$ cat src/rtl/spi_slave_word.sv
// spi_slave_word: SPI slave oversampled in the system clock domain, with word framing,
// all four CPOL/CPHA modes and a one-word TX holding register with ready/valid handshake.
module spi_slave_word #(
    parameter int                DATA_W      = 8,
    parameter bit                CPOL        = 1'b0,
    parameter bit                CPHA        = 1'b0,
    parameter bit                MSB_FIRST   = 1'b1,
    parameter int                SYNC_STAGES = 2,
    parameter logic [DATA_W-1:0] FILL_WORD   = '0
) (
    input  logic              i_sys_clk,
    input  logic              i_rst_b,
    input  logic              i_spi_sck,
    input  logic              i_spi_cs_b,
    input  logic              i_spi_mosi,
    output logic              o_spi_miso,
    output logic              o_spi_miso_oe,
    output logic              o_rx_data_valid,
    output logic [DATA_W-1:0] o_rx_data,
    input  logic              i_tx_data_valid,
    input  logic [DATA_W-1:0] i_tx_data,
    output logic              o_tx_ready,
    output logic              o_tx_underrun,
    output logic              o_frame_start,
    output logic              o_frame_end
);
    localparam int CW = $clog2(DATA_W);
    typedef enum logic {IDLE, ACTIVE} state_t;
    state_t                 state_q;
    logic [SYNC_STAGES-1:0] sck_sync_q, cs_sync_q, mosi_sync_q;
    logic                   sck_prev_q, cs_prev_q;
    logic [CW-1:0]          cnt_q;
    logic [DATA_W-1:0]      rx_sr_q, tx_sr_q, hold_q;
    logic                   hold_full_q, word_done_q;
    logic                   sck_s, cs_s, mosi_s;
    logic                   lead, trail, sample_e, shift_e, cs_fall, cs_rise;
    logic                   last_bit, load, take, bypass;
    logic [DATA_W-1:0]      rx_d, load_d;

    function automatic logic first_bit(input logic [DATA_W-1:0] w);
        return MSB_FIRST ? w[DATA_W-1] : w[0];
    endfunction

    function automatic logic [DATA_W-1:0] advance(input logic [DATA_W-1:0] w);
        return MSB_FIRST ? w << 1 : w >> 1;
    endfunction

    assign sck_s      = sck_sync_q[SYNC_STAGES-1];
    assign cs_s       = cs_sync_q[SYNC_STAGES-1];
    assign mosi_s     = mosi_sync_q[SYNC_STAGES-1];
    assign o_tx_ready = !hold_full_q;

    always_comb begin
        lead     = (sck_s != CPOL) && (sck_prev_q == CPOL);
        trail    = (sck_s == CPOL) && (sck_prev_q != CPOL);
        sample_e = (state_q == ACTIVE) && (CPHA ? trail : lead);
        shift_e  = (state_q == ACTIVE) && (CPHA ? lead : trail);
        cs_fall  = (state_q == IDLE) && cs_prev_q && !cs_s;
        cs_rise  = (state_q == ACTIVE) && !cs_prev_q && cs_s;
        last_bit = cnt_q == CW'(DATA_W - 1);
        // A new word is fetched at frame start, and on the first shift edge after a completed word.
        load     = cs_fall || (shift_e && word_done_q && !cs_rise);
        take     = i_tx_data_valid && !hold_full_q;
        bypass   = take && load;
        load_d   = bypass ? i_tx_data : hold_full_q ? hold_q : FILL_WORD;
        rx_d     = MSB_FIRST ? {rx_sr_q[DATA_W-2:0], mosi_s} : {mosi_s, rx_sr_q[DATA_W-1:1]};
    end

    always_ff @(posedge i_sys_clk or negedge i_rst_b) begin
        if (!i_rst_b) begin
            state_q         <= IDLE;
            sck_sync_q      <= {SYNC_STAGES{CPOL}};
            cs_sync_q       <= '1;
            mosi_sync_q     <= '0;
            sck_prev_q      <= CPOL;
            cs_prev_q       <= 1'b1;
            cnt_q           <= '0;
            rx_sr_q         <= '0;
            tx_sr_q         <= '0;
            hold_q          <= '0;
            hold_full_q     <= 1'b0;
            word_done_q     <= 1'b0;
            o_spi_miso      <= first_bit(FILL_WORD);
            o_spi_miso_oe   <= 1'b0;
            o_rx_data_valid <= 1'b0;
            o_rx_data       <= '0;
            o_tx_underrun   <= 1'b0;
            o_frame_start   <= 1'b0;
            o_frame_end     <= 1'b0;
        end else begin
            sck_sync_q      <= {sck_sync_q[SYNC_STAGES-2:0], i_spi_sck};
            cs_sync_q       <= {cs_sync_q[SYNC_STAGES-2:0], i_spi_cs_b};
            mosi_sync_q     <= {mosi_sync_q[SYNC_STAGES-2:0], i_spi_mosi};
            sck_prev_q      <= sck_s;
            cs_prev_q       <= cs_s;
            o_rx_data_valid <= 1'b0;
            o_tx_underrun   <= load && !bypass && !hold_full_q;
            o_frame_start   <= cs_fall;
            o_frame_end     <= cs_rise;
            if (take && !load) begin
                hold_q      <= i_tx_data;
                hold_full_q <= 1'b1;
            end else if (load) begin
                hold_full_q <= 1'b0;
            end
            if (sample_e) begin
                rx_sr_q <= rx_d;
                cnt_q   <= last_bit ? '0 : cnt_q + CW'(1);
                if (last_bit) begin
                    o_rx_data       <= rx_d;
                    o_rx_data_valid <= 1'b1;
                    word_done_q     <= 1'b1;
                end
            end
            // With CPHA=1 the first bit of a frame waits for the first shift edge.
            if (load) begin
                tx_sr_q     <= (CPHA && cs_fall) ? load_d : advance(load_d);
                o_spi_miso  <= (CPHA && cs_fall) ? o_spi_miso : first_bit(load_d);
                word_done_q <= 1'b0;
            end else if (shift_e) begin
                tx_sr_q    <= advance(tx_sr_q);
                o_spi_miso <= first_bit(tx_sr_q);
            end
            if (state_q == IDLE && cs_fall) begin
                state_q       <= ACTIVE;
                o_spi_miso_oe <= 1'b1;
                cnt_q         <= '0;
            end else if (state_q == ACTIVE && cs_rise) begin
                state_q       <= IDLE;
                o_spi_miso_oe <= 1'b0;
                cnt_q         <= '0;
                word_done_q   <= 1'b0;
            end
        end
    end
endmodule

$ cat config.mk
export PLATFORM = sky130hd
export DESIGN_NAME = spi_slave_word
export DESIGN_NICKNAME = d
export VERILOG_FILES = /design/src/rtl/spi_slave_word.sv
export SDC_FILE = /design/constraint.sdc
export NUM_CORES = 1
export LEC_CHECK = 0
export ABC_CLOCK_PERIOD_IN_PS = 2400
export BUFFER_PORTS_ARGS = -buffer_cell sky130_fd_sc_hd__buf_2
export CORE_MARGIN = 2
export CORE_UTILIZATION = 35
export CTS_CLUSTER_DIAMETER = 200
export CTS_CLUSTER_SIZE = 28
export DETAILED_ROUTE_END_ITERATION = 8
export SLEW_MARGIN = 10
export SYNTH_ARGS = -nofsm -noshare
export SYNTH_HDL_FRONTEND = slang
export SYNTH_SLANG_ARGS = --single-unit
$ cat constraint.sdc
create_clock -name i_sys_clk -period 2.4 [get_ports i_sys_clk]
set_input_delay 0.24 -clock i_sys_clk [delete_from_list [all_inputs] [get_ports i_sys_clk]]
set_output_delay 0.24 -clock i_sys_clk [all_outputs]
set_load 0.05 [all_outputs]
==> results of run 1 <==
==> placed cells by master (no fill, tap or decap), drive strengths merged <==
master / count
a21oi: 2
a22oi: 8
a311oi: 1
a31oi: 1
and3b: 2
buf: 29
bufinv: 2
clkbuf: 5
clkinv: 1
dfrtp: 46
dfstp: 3
dlygate4sd3: 1
ha: 2
inv: 3
mux2: 23
mux2i: 16
nand2: 3
nand2b: 2
nand3b: 3
nand4b: 1
nor2: 2
nor2b: 1
nor3: 1
nor3b: 1
o21a: 1
o21ai: 2
or2: 2
or3: 1
==> metal layers <==
metal  track usage  vias up  part of all wire
met5             0        -                 0
met4        0.0379        0            0.0085
met3        0.0330        4             0.046
met2         0.201       27              0.51
met1         0.155      568              0.44
li1              -      534                 -
==> worst paths after layout <==
path / from / to / slack, ps
min in group asynchronous: i_rst_b / o_rx_data[7] / 390
max: cs_sync_q[1] / o_spi_miso / 400
max in group asynchronous: i_rst_b / cs_sync_q[1] / 1240
min: i_spi_cs_b / cs_sync_q[0] / 40
min reg2reg: sck_sync_q[0] / sck_sync_q[1] / 350
max reg2reg: cs_sync_q[1] / o_spi_miso / 400
==> sequential cells by signal, indices dropped and copies added, names as in the netlist <==
register	cells
hold_q	8
o_rx_data	8
rx_sr_q	7
tx_sr_q	7
cnt_q	3
cs_sync_q	2
mosi_sync_q	2
sck_sync_q	2
cs_prev_q	1
hold_full_q	1
o_frame_end	1
o_frame_start	1
o_rx_data_valid	1
o_spi_miso	1
o_tx_underrun	1
sck_prev_q	1
state_q	1
word_done_q	1
==> kinds of logic after synthesis <==
group	after synthesis	share of synthesized area
adders and majority gates	2	0.0127
buffers and inverters	9	0.0255
muxes	39	0.213
DFF	49	0.626
AOI/OAI and AO/OA	15	0.0611
and+or+nand+nor	19	0.0617
==> final cells by class <==
class                      count  share of cell area
clock buffer                   5              0.0298
inverter                       3             0.00488
clock inverter                 3              0.0282
timing repair buffer          30              0.0683
multi-input combinational     75               0.297
sequential                    49               0.533
tap                           72              0.0390
==> metrics by stage <==
step	utilization	area [um^2]
5_1_grt	0.422	2310
4_1_cts	0.422	2310
6_report	0.422	2310
2_1_floorplan	-	1970
3_3_place_gp	0.396	2160
3_5_place_dp	0.396	2160
==> worst register-to-register path: stages, from the launching register on <==
cell	delay, ps
dfstp_2	570
nand2b_1	130
a31oi_1	930
mux2i_1	290
==> power groups by stage <==
stage               Sequential [W]  Combinational (W)  Clock (W)
detailed placement         0.00112           0.000368          0
global placement           0.00111           0.000344          0
finish                     0.00110           0.000359   0.000677
floorplan                  0.00113           0.000245          0
global route               0.00113           0.000404   0.000738
CTS                        0.00110           0.000369   0.000704
==> metrics.md, run 1 <==
| Metric | Value |
|---|---|
| Synth area leader | `dfrtp_1` |
| Height of the chip | `78.9 um` |
| Crit-path cells | `nand2b_1 > a31oi_1 > mux2i_1` |
| Row cnt | `27` |
| DR vias/cell | `4.78` |
| RSZ-0062 raised after global routing | `false` |
| Sequential power share | `0.516` |
| Hold_ws | `36.0 ps` |
| DP Cell Count | `228` |
| Synth Cell Area | `0.00197 mm^2` |
| #FFs+latches synth | `49` |
| Io pins | `29` |
| R2R depth | `3` |
| Total net switching power | `0.000548 W` |
| Worst hold stages | `1` |
| CP bufs+invs | `0` |
| Crit share post-route | `0.832` |
| Pre-antenna DRT Iters | `4` |
| CP Class | `reg2reg` |
| Setup WS pre-CTS | `386 ps` |
| YS warnings | `0` |
| Synth cell count leaders | `46 x dfrtp_1, 23 x mux2_2, 16 x mux2i_1, 8 x a22oi_1` |
| Most frequent cell after synthesis | `dfrtp_1` |
| H-Tree Depth | `2` |
| Slew Limit Fails | `0` |
| Post-synth EDFFs | `0` |
| Slowest stage cell, crit path | `a31oi_1` |
| Clk_lat worst skew | `290 ps` |
| Initial cell density of the core | `0.359` |
| Crit path largest cell delay | `930 ps` |
| Detailed Route WL | `3290 um` |
| Share of the synthesized area in the top cell type | `0.586` |
| DRT antenna net count | `0` |
| Reg area | `0.00123 mm^2` |
| CP Launch Type | `flop` |
| Detailed Route Iter0 Violations | `29` |
| Endpoint class of the critical path | `flop` |
| Final setup viols | `0` |
| Pin count of the biggest net entering global routing | `33` |
| DIE AREA | `0.00623 mm^2` |
| Sink Count | `49` |
| Crit path max-delay family | `compound AO/OA/AOI/OAI gates` |
| Area contributors post-synth | `dfrtp_1 59%, mux2_2 13%, mux2i_1 8.1%` |
| Critical Path RT | `2610 ps` |
| Post-Layout Cell Count | `237` |
| Worst Path Arrival | `2210 ps` |
| Setup TNS | `0 ps` |
| Global-route wire length before repair | `5890 um` |
| Number of nets in the layout | `180` |
| Layout cell share with drive strength beyond 1 | `0.406` |
| Initial antenna violation count | `0` |
| Syn_nets | `149` |
| Status | `completed` |
| Register area share after synthesis | `0.626` |
| Pin slew with the least headroom to its limit | `1140 ps` |
| Sw Ratio | `0.256` |
| Lkg Pwr | `1.17 nW` |
| ANT cells | `0` |
| CTS max path bufs | `2` |
| Synth Area per Inst | `14.8 um^2` |
| Clk pin slew, worst setup/hold paths | `80 ps` |
| Number of global-route vias before repair | `1263` |
| Logic pwr share | `0.168` |
| Setup ws final | `403 ps` |
| Die Wd | `78.9 um` |
| Max Freq | `501 MHz` |
| Max-Cap Viols | `0` |
| CTS Buf Count | `5` |
| Filler cells | `530` |
| # hold bufs at CTS | `1` |
| Endpoints failing hold | `0` |
| Core area | `0.00547 mm^2` |
| Clock Power Share | `0.316` |
| Avg WL per Cell | `13.9 um` |
| Synth unique cells | `28` |
| DRC Markers | `0` |
| Crit-path max FO | `10` |
| GPL Wtd Cong | `0.665` |
| Worst vdd ir | `477 uV` |
| Cell Pwr Density | `927 mW/mm^2` |
| CTS tree | `done` |
| Fin crit period | `2000 ps` |
| CTS Root Cell | `clkbuf_8` |
| Area growth syn-to-layout | `17.4%` |
| DR vias | `1133` |
| HPWL after DPL | `2420 um` |
| Mapped Cells | `133` |
| IO buf count | `28` |
| Clk_skew | `4.94 ps` |
| GRT Util Overall | `0.121` |
| Cell depth of the worst setup path | `3` |
| Slew HR | `0.240` |
| Hold WC Path Type | `in2reg` |
| Resize count post-CTS | `0` |
| Ys flop type | `dfrtp_1` |
| Post CTS Setup Buffer Count | `0` |
| Asr flop ratio synth | `1.00` |
| Internal power | `0.00159 W` |
| Pwr Total | `0.00214 W` |
| Area of the multi-input gates | `686 um^2` |
| Global route total overflow | `0` |
Note: power is estimated with default switching activity, not from simulation.
==> run 2, diff against run 1 <==
Settings changed: ABC_CLOCK_PERIOD_IN_PS 2400 to 2000.
Clock period 2.4 ns to 2 ns, I/O delays scaled along.
==> run 2 against run 1 <==
Sequential share of layout area down 1.7 points. First-iteration DRC count up 38%. Critical path type unchanged. Maximum frequency up 11%. Die area unchanged. Register-to-register slack worse by 210 ps. Clock skew up 4.8 ps.
==> metrics.md, run 2 (synthesis results as in run 1) <==
| Metric | Value |
|---|---|
| GRT Util Overall | `0.119` |
| Detailed Route Iter0 Violations | `40` |
| Die Wd | `78.9 um` |
| Height of the chip | `78.9 um` |
| Global-route wire length before repair | `5660 um` |
| Most frequent cells in the layout | `45 x dfrtp_1, 28 x buf_2, 23 x mux2_2` |
| Most common cell after layout, fill and taps aside | `dfrtp_1` |
| Register-to-register setup slack | `200 ps` |
| CP bufs+invs | `1` |
| Slowest stage cell, crit path | `dfstp_2` |
| Grt peak-use layer | `met2` |
| Design area | `0.00239 mm^2` |
| Number of global-route vias before repair | `1187` |
| Max-Cap Viols | `0` |
| Worst Path Arrival | `1990 ps` |
| HPWL after DPL | `2370 um` |
| CP Launch Type | `flop` |
| Row cnt | `27` |
| GPL Wtd Cong | `0.743` |
| Status | `completed` |
| Hold_ws | `135 ps` |
| Setup TNS | `0 ps` |
| Crit path largest cell delay | `570 ps` |
| Crit share post-route | `0.902` |
| Pin count of the biggest net entering global routing | `28` |
| Lkg Pwr | `1.21 nW` |
| DR vias/cell | `4.70` |
| Fin crit period | `1800 ps` |
| Filler cells | `536` |
| Cell Pwr Density | `1080 mW/mm^2` |
| CTS max path bufs | `2` |
| ANT cells | `0` |
| Detailed Route WL | `3210 um` |
| Pre-antenna DRT Iters | `4` |
| Sink Count | `49` |
| Initial cell density of the core | `0.359` |
| M3 GR Usage | `0.0375` |
| Slew Limit Fails | `0` |
| Global route total overflow | `0` |
| Area growth syn-to-layout | `21.5%` |
| Final setup viols | `0` |
| Crit-path cells | `nand2b_1 > buf_4 > a311oi_4 > mux2_2` |
| Endpoint class of the critical path | `flop` |
| Crit-path max FO | `8` |
| DRC Markers | `0` |
| Met2 usage | `0.199` |
| H-Tree Depth | `2` |
| Grt met1 use | `0.146` |
| CTS Root Cell | `clkbuf_8` |
| Critical Path RT | `2180 ps` |
| Number of nets in the layout | `187` |
| RSZ-0062 raised after global routing | `false` |
| Placed Instance Area | `0.00221 mm^2` |
| Hold WC Path Type | `in2reg` |
| CTS Buf Count | `5` |
| Clk_skew | `9.77 ps` |
| Crit path max-delay family | `flip-flops` |
| Core area | `0.00547 mm^2` |
| DR vias | `1147` |
| Clk pin slew, worst setup/hold paths | `90 ps` |
| CTS tree | `done` |
| Endpoints failing hold | `0` |
| Io pins | `29` |
| IO buf count | `28` |
| Biggest regs | `hold_q: 8 flops, o_rx_data: 8 flops` |
| Initial antenna violation count | `0` |
| Layout cell share with drive strength beyond 1 | `0.424` |
| Worst vdd ir | `431 uV` |
| Slew HR | `0.538` |
| Avg WL per Cell | `13.2 um` |
| Max Freq | `554 MHz` |
| DIE AREA | `0.00623 mm^2` |
| DRT antenna net count | `0` |
| Clk_lat worst skew | `300 ps` |
| Pin slew with the least headroom to its limit | `691 ps` |
| CP Class | `reg2reg` |
run 2: metal layers:
metal,up-vias,share of wire,wire length [um]
li1,547,-,-
met1,567,0.44,1410
met2,27,0.49,1590
met3,6,0.051,163
met4,0,0.014,46
met5,-,0,0
run 2: final timing paths:
check,start,endpoint,cells after the start
max reg2reg,cs_sync_q[1],hold_q[5],4
max,cs_sync_q[1],hold_q[5],4
min,i_tx_data_valid,o_tx_underrun,2
min reg2reg,sck_sync_q[0],sck_sync_q[1],0
max in group asynchronous,i_rst_b,cs_prev_q,3
min in group asynchronous,i_rst_b,tx_sr_q[4],2
run 2: worst reg2reg max path, cell delays in order (launching register included):
cell,delay (ps)
dfstp_2,570
nand2b_1,80
buf_4,150
a311oi_4,490
mux2_2,400
run 2: per-stage QoR:
step                 util  total power (W)  setup slack (ps)  cells
CTS                 0.435          0.00261              10.7    244
floorplan               -          0.00165              92.7    133
finish              0.436          0.00257               195    244
detailed placement  0.404          0.00179              25.4    232
global route        0.436          0.00274               112    244
global placement    0.404          0.00176               157    232
run 2: power breakdown:
group	total, W	leakage (nW)	switching (W)	internal, W
combinational	0.000443	0.529	0.000216	0.000227
clock	0.000809	0.0681	0.000313	0.000496
sequential	0.00132	0.610	0.000122	0.00120
run 2: area by class of cell:
class	count	area [um^2]	share of cell area
sequential	49	1230	0.515
multi-input combinational	75	692	0.290
timing repair buffer	37	230	0.0964
tap	72	90.1	0.0377
clock buffer	5	68.8	0.0288
clock inverter	3	65.1	0.0272
inverter	3	11.3	0.00471
run 2: what timing repair did:
action                                  CTS  global route
gates resized for setup                   0             1
setup buffers                             0             0
hold buffers                              4             0
endpoints found under the setup margin    0            10
endpoints found under the hold margin    25             0
==> run 3, diff against run 2 <==
Settings changed: PLACE_DENSITY set to 0.55.
==> run 3 against run 2 <==
Total power shrank 11%. Critical path type unchanged. Via count shrank 1.1%. Sequential share of layout area grew 1.4 points. Clock skew shrank 6.1 ps. Core utilization shrank 1.2 points. Largest power group unchanged. Maximum frequency shrank 1.4%. Critical path depth is the same. Final area shrank 2.7%. First-iteration DRC count shrank 23%. Combinational power grew 0.9%. Worst hold slack lost 120 ps.
==> metrics.md, run 3 (synthesis results as in run 1) <==
| Metric | Value |
|---|---|
| Worst Path Arrival | `2000 ps` |
| Post CTS Setup Buffer Count | `0` |
| Crit-path max FO | `8` |
| Grt peak-use layer | `met2` |
| Internal power | `0.00167 W` |
| Post-Layout Cell Count | `243` |
| Pwr Total | `0.00230 W` |
| CP Launch Type | `flop` |
| Critical R2R Launch | `cs_sync_q[1]` |
| CTS Root Cell | `clkbuf_8` |
| Pre-antenna DRT Iters | `4` |
| Pin slew with the least headroom to its limit | `676 ps` |
| Die Wd | `78.9 um` |
| RSZ-0062 raised after global routing | `false` |
| Endpoint class of the critical path | `flop` |
| Sequential power share | `0.574` |
| DRC Markers | `0` |
| Hold WC Path Type | `in2reg` |
| IO buf count | `28` |
| Detailed Route Iter0 Violations | `31` |
| Total net switching power | `0.000625 W` |
| GPL Wtd Cong | `0.686` |
| DIE AREA | `0.00623 mm^2` |
| Core area | `0.00547 mm^2` |
| Hold path startpoint | `i_spi_mosi` |
| DR vias/cell | `4.67` |
| Max-Cap Viols | `0` |
| DRT antenna net count | `0` |
| Final setup viols | `0` |
| Initial antenna violation count | `0` |
| Slowest stage cell, crit path | `dfstp_2` |
| RR Endpoint | `hold_q[4]` |
| Sw Ratio | `0.272` |
| Most common cell after layout, fill and taps aside | `dfrtp_1` |
| DR vias | `1134` |
| Biggest regs | `hold_q: 8 flops, o_rx_data: 8 flops` |
| Hold Path End | `mosi_sync_q[0]` |
| Crit path largest cell delay | `570 ps` |
| Met2 usage | `0.201` |
| ANT cells | `0` |
| Crit share post-route | `0.915` |
| Status | `completed` |
| Sink Count | `49` |
| Clk_skew | `3.66 ps` |
| Area growth syn-to-layout | `18.3%` |
| Cell depth of the worst setup path | `4` |
| Setup TNS | `0 ps` |
| Io pins | `29` |
| Register-to-register setup slack | `170 ps` |
| CTS max path bufs | `2` |
| Clk pin slew, worst setup/hold paths | `80 ps` |
| Number of nets in the layout | `186` |
| Grt met1 use | `0.147` |
| Worst hold stages | `1` |
| Avg WL per Cell | `13.3 um` |
| Max Freq | `547 MHz` |
| Clock Power Share | `0.231` |
| Crit-path cells | `nand2b_1 > buf_4 > a311oi_4 > mux2_2` |
| Global route total overflow | `0` |
| CP bufs+invs | `1` |
| Global-route wire length before repair | `5710 um` |
| Lkg Pwr | `1.17 nW` |
| Endpoints failing hold | `0` |
| Hold_ws | `19.1 ps` |
| CTS tree | `done` |
| Slew HR | `0.548` |
| R2R depth | `4` |
| GRT Util Overall | `0.120` |
| H-Tree Depth | `2` |
| Cell Pwr Density | `988 mW/mm^2` |
| Filler cells | `541` |
| HPWL after DPL | `2360 um` |
| Layout cell share with drive strength beyond 1 | `0.409` |
| Worst vdd ir | `493 uV` |
| Clk_lat worst skew | `280 ps` |
| CP Class | `reg2reg` |
| Launch point of the worst path | `cs_sync_q[1]` |
| DP Cell Count | `232` |
| Fin util | `0.425` |
| Crit path max-delay family | `flip-flops` |
| Critical Path RT | `2170 ps` |
| Number of global-route vias before repair | `1238` |
| Slew Limit Fails | `0` |
| Detailed Route WL | `3240 um` |
| Pin count of the biggest net entering global routing | `28` |
| CTS Buf Count | `5` |
| Logic pwr share | `0.194` |
| M3 GR Usage | `0.0364` |
| Height of the chip | `78.9 um` |
| Fin crit period | `1830 ps` |
| Row cnt | `27` |
| Most frequent cells in the layout | `45 x dfrtp_1, 28 x buf_2, 23 x mux2_2` |
| Initial cell density of the core | `0.359` |
## run 3: changes by cell type in the layout (fill, tap and decap cells not counted)
| cell | change |
|---|---|
| clkinv_2 | -1 |
| clkbuf_1 | +3 |
| bufinv_16 | -2 |
| dlygate4sd3_1 | -1 |
## run 3: timing repair
action,in CTS,in global routing
resized for setup,0,1
hold buffers,2,1
endpoints found under the setup margin,0,8
hold endpoints to repair,23,1
## run 3: power groups by stage
| stage | clock network, W | registers (W) | logic (W) |
|---|---|---|---|
| 4_1_cts | 0.000557 | 0.00132 | 0.000454 |
| 3_5_place_dp | 0 | 0.00134 | 0.000449 |
| 5_1_grt | 0.000612 | 0.00135 | 0.000499 |
| 2_1_floorplan | 0 | 0.00135 | 0.000294 |
| 3_3_place_gp | 0 | 0.00133 | 0.000430 |
| 6_report | 0.000531 | 0.00132 | 0.000447 |
## run 3: layout make-up
cell class / count / area (um^2) / share of cell area
Multi-Input combinational cell: 75 / 692 / 0.298
Clock buffer: 8 / 80.1 / 0.0344
Inverter: 3 / 11.3 / 0.00484
Timing Repair Buffer: 36 / 220 / 0.0947
Tap cell: 72 / 90.1 / 0.0388
Sequential cell: 49 / 1230 / 0.530
## run 3: per-layer routing
metal	up-vias	wire [um]	share of wire
met5	-	0	0
met4	0	33	0.010
met3	4	159	0.049
met2	27	1610	0.50
met1	553	1440	0.44
li1	550	-	-
## run 3: worst max path at each step
stage                 end  slack [ps]
4_1_cts        tx_sr_q[1]           3
2_1_floorplan   hold_q[0]          90
6_report        hold_q[4]         170
5_1_grt         hold_q[3]         100
3_5_place_dp   tx_sr_q[1]          40
3_3_place_gp   tx_sr_q[1]         120
## run 3: per-stage QoR
stage / worst slack (ps) / area, um^2
final: 170 / 2320
after global routing: 104 / 2320
after CTS: 3.38 / 2310
after detailed placement: 43.0 / 2210
after global placement: 122 / 2210
after floorplan: 92.7 / 1970
